**config.mk**
```make
export PLATFORM = sky130hd
export DESIGN_NAME = fir_seq_filter
export DESIGN_NICKNAME = d
export VERILOG_FILES = /design/src/rtl/fir_seq_filter.sv
export SDC_FILE = /design/constraint.sdc
export NUM_CORES = 2
export LEC_CHECK = 0
export BUFFER_PORTS_ARGS = -buffer_cell sky130_fd_sc_hd__buf_4
export CAP_MARGIN = 10
export CORE_UTILIZATION = 25
export CTS_BUF_LIST = sky130_fd_sc_hd__clkbuf_2 sky130_fd_sc_hd__clkbuf_4 sky130_fd_sc_hd__clkbuf_8
export DETAILED_ROUTE_END_ITERATION = 6
export PLACE_DENSITY_LB_ADDON = 0.15
export SYNTH_ARGS = -nofsm -noshare
export SYNTH_HDL_FRONTEND = slang
export SYNTH_SLANG_ARGS = --single-unit
```
**constraint.sdc**
```tcl
create_clock -name clk -period 14.87 [get_ports clk]
set_input_delay 0 -clock clk [delete_from_list [all_inputs] [get_ports clk]]
set_output_delay 0 -clock clk [all_outputs]
set_load 0.005 [all_outputs]
```
**src/rtl/fir_seq_filter.sv**
```systemverilog
// fir_seq_filter -- sequential symmetric FIR filter.
//
// Each accepted sample is shifted into a TAPS-deep delay line. The block then
// spends M+1 cycles (M = (TAPS-1)/2) adding one symmetric term per cycle into
// the accumulator. One OUTPUT cycle follows, which shifts, clamps and registers
// the result. A new sample is accepted only while the FSM sits in IDLE.
//
// Timing, counting from the edge that accepts a sample:
//   - in_ready is low for M+2 cycles.
//   - out_valid is high for one cycle, starting M+2 edges after acceptance.
//
// Optional feature:
//   FIR_ROUND_EN  when defined, 2^(SHIFT-1) is added before the right shift
//                 (round half up); otherwise the result is truncated.
//
// Ports:
//   clk          clock, rising edge
//   reset        asynchronous, active-high reset
//   in_valid     input sample valid
//   in_ready     high in IDLE only
//   in_data      input sample (unsigned, DW bits)
//   coef_we      coefficient write strobe; honoured only in IDLE
//   coef_addr    coefficient index 0..M; larger indices are ignored
//   coef_data    coefficient value (unsigned, CW bits)
//   out_valid    one-cycle result strobe
//   out_data     filtered result; holds until the next result
//   sat          result was clamped to 2^DW-1 (meaningful with out_valid)
//   dbg_state_o  current FSM state (0 IDLE, 1 ACCUM, 2 OUTPUT)
//
// Handshake: a sample transfers on a rising edge where in_valid and in_ready
// are both high. The source must hold in_data stable while in_valid is high
// and in_ready is low.
module fir_seq_filter #(
    parameter int DW    = 10,
    parameter int TAPS  = 31,
    parameter int CW    = 8,
    parameter int SHIFT = 10
) (
    input  logic          clk,
    input  logic          reset,
    input  logic          in_valid,
    output logic          in_ready,
    input  logic [DW-1:0] in_data,
    input  logic          coef_we,
    input  logic [5:0]    coef_addr,
    input  logic [CW-1:0] coef_data,
    output logic          out_valid,
    output logic [DW-1:0] out_data,
    output logic          sat,
    output logic [1:0]    dbg_state_o
);

    localparam int M  = (TAPS - 1) / 2;
    // Pre-add is DW+1 bits, so one product needs DW+1+CW bits.
    localparam int PW = DW + 1 + CW;
    // Summing M+1 products needs clog2(M+1) more bits.
    localparam int AW = PW + $clog2(M + 1);
    localparam logic [5:0] M_ADDR = 6'(M);
    localparam logic [AW:0] MAX_C = {{(AW + 1 - DW){1'b0}}, {DW{1'b1}}};

`ifdef FIR_ROUND_EN
    localparam int RND_SH = (SHIFT > 0) ? SHIFT - 1 : 0;
    localparam logic [AW:0] RND_C = (SHIFT > 0) ? ({{AW{1'b0}}, 1'b1} << RND_SH) : '0;
`else
    localparam logic [AW:0] RND_C = '0;
`endif

    typedef enum logic [1:0] {
        IDLE   = 2'd0,
        ACCUM  = 2'd1,
        OUTPUT = 2'd2
    } state_t;

    state_t        state_q;
    logic [DW-1:0] dline_q [TAPS];
    logic [CW-1:0] coef_q  [M+1];
    logic [AW-1:0] acc_q;
    logic [5:0]    idx_q;
    logic          out_valid_q;
    logic [DW-1:0] out_data_q;
    logic          sat_q;

    logic [PW-1:0] term_d;
    logic [AW:0]   rnd_d;
    logic [AW:0]   shifted_d;
    logic          sat_d;
    logic [DW-1:0] data_d;

    // Term for the current index. Index k < M folds the two taps that share
    // c[k]. Index M is the lone centre tap. The index is compared with
    // constants so that every array select is static.
    always_comb begin
        term_d = '0;
        for (int k = 0; k <= M; k++) begin
            if (idx_q == 6'(k)) begin
                if (k < M) begin
                    term_d = PW'(coef_q[k]) * (PW'(dline_q[k]) + PW'(dline_q[TAPS-1-k]));
                end else begin
                    term_d = PW'(coef_q[k]) * PW'(dline_q[k]);
                end
            end
        end
    end

    // Output shaping: an optional rounding offset, then the shift, then a clamp
    // to the DW-bit range. One spare bit keeps the rounding add from wrapping.
    always_comb begin
        rnd_d     = {1'b0, acc_q} + RND_C;
        shifted_d = rnd_d >> SHIFT;
        sat_d     = (shifted_d > MAX_C);
        data_d    = sat_d ? {DW{1'b1}} : shifted_d[DW-1:0];
    end

    always_ff @(posedge clk or posedge reset) begin
        if (reset) begin
            state_q     <= IDLE;
            acc_q       <= '0;
            idx_q       <= '0;
            out_valid_q <= 1'b0;
            out_data_q  <= '0;
            sat_q       <= 1'b0;
            for (int t = 0; t < TAPS; t++) dline_q[t] <= '0;
            for (int k = 0; k <= M; k++)   coef_q[k]  <= '0;
        end else begin
            out_valid_q <= 1'b0;
            case (state_q)
                IDLE: begin
                    // A write and an accepted sample may share this edge. The
                    // new coefficient is already in place for the first ACCUM
                    // cycle, so it applies to this sample.
                    for (int k = 0; k <= M; k++) begin
                        if (coef_we && coef_addr == 6'(k)) coef_q[k] <= coef_data;
                    end
                    if (in_valid) begin
                        for (int t = 0; t < TAPS - 1; t++) dline_q[t] <= dline_q[t+1];
                        dline_q[TAPS-1] <= in_data;
                        acc_q   <= '0;
                        idx_q   <= '0;
                        state_q <= ACCUM;
                    end
                end
                ACCUM: begin
                    acc_q <= acc_q + AW'(term_d);
                    if (idx_q == M_ADDR) begin
                        state_q <= OUTPUT;
                    end else begin
                        idx_q <= idx_q + 6'd1;
                    end
                end
                OUTPUT: begin
                    out_valid_q <= 1'b1;
                    out_data_q  <= data_d;
                    sat_q       <= sat_d;
                    state_q     <= IDLE;
                end
                default: state_q <= IDLE;
            endcase
        end
    end

    assign in_ready    = (state_q == IDLE);
    assign out_valid   = out_valid_q;
    assign out_data    = out_data_q;
    assign sat         = sat_q;
    assign dbg_state_o = state_q;

endmodule

```
==> metrics.txt <==
Seq pwr share 44.2%; Clk pwr share 53.4%; R2R Setup Slk 5440 ps; worst setup path endpoint acc_q[20]$_DFFE_PP0P_; Cell Pwr Density 38.59 nW/um^2; placer congestion estimate 0.8611; Die ar. 280200 um^2; vias in the first global route 57890; port buffer count 42; GRT overflow 0; H-tree levels 3; Synth Instances 7966; area of the multi-input gates 52520 um^2; Crit path max-delay family compound AO/OA/AOI/OAI gates; initial antenna violation count 11; critical path buffer and inverter count 1; Hold Path Class in2reg; Reg-to-Reg Start dline_q[80]$_DFFE_PP0P_; leading cell types by count after synthesis nand2_1, inv_1, fa_1; Reg2Reg Depth 33; crit-path max FO 8; First DRT Iteration DRCs 2990; Critical Path Start Type flop; Power, Total 2.960 mW; sw frac 26.32%; 1st-pass router iterations 6; Synth Net Count 9664; Layout fillers 29640; top cell type's share of synthesized area 25.16%; clock slew at reported path FFs 60 ps; Logic pwr share 2.4%; VDD IR-drop max 0.00006466 V; RSZ-0062 raised after global routing no; synthesized area per cell 8.728 um^2; Tot GR Track Use 17.48%; sequential-to-total area share from yosys stat 17.31%; setup bufs post-CTS 0; maxcap violations 0; Critical R2R Capture acc_q[20]$_DFFE_PP0P_; leading area contributor after synthesis fa_1; nets@finish 9661; number of synthesized flops with an enable pin 0; Slew headroom 15.85%; Achievable Freq 0.1060 GHz; Synth area leaders fa_1, dfrtp_1, ha_1, nand2_1, and2_1; DIE HEIGHT 529.4 um; Tcrit/Tclk final 63.43%; min Tclk post-route 9432 ps; layout cells sized above 1 5.587%; CP max-delay cell a2111oi_0; Worst Clk Skew 65.07 ps; Synth warnings 0; non-filler cells, final 11750; Post-synth ARST share 100.0%; Via density 4.624; via count 54330; IO Count 43; critical path endpoint category flop; synth-to-layout area growth 10.30%; Initial Util 25.15%; WL per Instance 20.47 um; WP depth 33; drt total wl 240500 um; status finished clean; Reg area 12040 um^2; Primary FF master, synth dfrtp_1; Finish-stage setup viols 0; setup TNS 0 ps; worst-case clock buffer depth 3; HPWL Detailed 191600 um; first-pass GRT wire length 371300 um; Routed Antenna Nets 0; die span in x 529.4 um; Root Buffer clkbuf_8; Synth Register Bits 481; Worst Tran Pin Value 1253 ps; Mapped Area 69530 um^2; Site Rows 193; CP Data Required Time 15680 ps; CTS tree yes; internal power 2.181 mW; Worst Path Class, Setup reg2reg; count leader, synth nand2_1; LEAKAGE 39.09 nW; Resized cells post-CTS 0; Critical Path Source dline_q[80]$_DFFE_PP0P_; largest net degree at the start of global routing 132; fin util 27.74%; Fin. Hold Viols 0; Unique masters post-synth 80; Net Switching 0.7791 mW; core area 276500 um^2; DRC 0; CTS Sinks 481; CP arrival 10250 ps; Worst-Skew Late Latency 890 ps; Slew Viols, Final 0; Critical Path Max Stage Delay 630 ps; cts bufs inserted 98; Placed Cells 11520
==> per-layer routing <==
metal	track usage (%)	up-vias	part of all wire, %
met5	0	-	0.0042
met4	5.747	2	3.0
met3	1.756	238	3.9
met2	29.21	947	47
met1	23.46	27690	46
li1	-	25460	-
==> worst min-delay path, cell delays in order <==
cell           delay [ps]
dlygate4sd3_1         520
buf_4                 120
nand2_4               240
nand2_1               160
nand2_1                40
==> area by class of cell <==
cell class                      count  area share, %
Timing Repair Buffer              159          1.757
Multi-Input combinational cell   6157          68.48
Sequential cell                   481          15.69
Inverter                         1066          5.227
Antenna cell                        9        0.02937
Clock inverter                     34         0.4503
Clock buffer                      139          2.315
Tap cell                         3705          6.045
==> power groups by stage <==
stage                     clock network [mW]  registers (mW)  logic, mW
final                                   1.58            1.31     0.0702
after global routing                    1.70            1.31     0.0776
after CTS                               1.66            1.31     0.0746
after detailed placement                   0            1.33     0.0661
after global placement                     0            1.33     0.0657
after floorplan                            0            1.33     0.0225
==> through the flow <==
stage	hold slack (ps)	setup WS, ps	area [um^2]
floorplan	105.4	1449	69530
global placement	157.8	5484	74040
detailed placement	163.2	5408	74050
CTS	194.3	5431	76670
global route	328.3	4752	76670
finish	290.9	5438	76690
==> how the worst min path moves through the flow <==
stage | startpoint | endpoint | slack (ps) | cells after the start
4_1_cts | in_valid | acc_q[20]$_DFFE_PP0P_ | 190 | 5
3_3_place_gp | reset | dline_q[94]$_DFFE_PP0P_ | 160 | 2
6_report | in_valid | dline_q[120]$_DFFE_PP0P_ | 290 | 5
5_1_grt | in_valid | dline_q[120]$_DFFE_PP0P_ | 330 | 5
3_5_place_dp | reset | dline_q[94]$_DFFE_PP0P_ | 160 | 2
2_1_floorplan | in_data[0] | dline_q[0]$_DFFE_PP0P_ | 110 | 2
==> repair_timing <==
action	CTS	global route
hold endpoints to repair	362	0
hold buffers	50	0
setup endpoints to repair	0	0
==> cells in the final DEF (no fill, tap or decap), drive strengths merged, types with 24 or more instances in the layout <==
master / synthesis / final
nand2: 1701 / 1701
inv: 1066 / 1067
fa: 874 / 874
ha: 796 / 796
and2: 657 / 657
dfrtp: 481 / 481
a21oi: 304 / 304
xnor2: 231 / 231
o21ai: 210 / 210
nor2: 182 / 182
clkbuf: 252 / 139
mux2: 129 / 129
nor2b: 127 / 127
xor2: 110 / 110
buf: 10 / 109
a21o: 100 / 100
o21bai: 79 / 79
nand2b: 72 / 72
nand3: 70 / 70
a211oi: 62 / 62
o21a: 53 / 53
nor3: 53 / 53
dlygate4sd3: 0 / 50
a31oi: 40 / 40
o211ai: 37 / 37
clkinv: 0 / 24
==> kinds of logic after synthesis <==
kind of cell               synth area share [%]
AOI/OAI and AO/OA                         9.946
xor gates and xnor gates                  4.295
adders and majority gates                 39.49
buffers and inverters                     7.182
DFF                                       17.31
muxes                                     2.161
and+or+nand+nor                           19.61
==> flip-flops by register name (all words and copies together) (netlist names) <==
| name | flops |
|---|---|
| sat | 1 |
| out_data | 10 |
| dbg_state_o | 2 |
| idx_q | 6 |
| coef_q | 128 |
| acc_q | 23 |
| dline_q | 310 |
| out_valid | 1 |
Note: power is estimated with default switching activity, not from simulation.
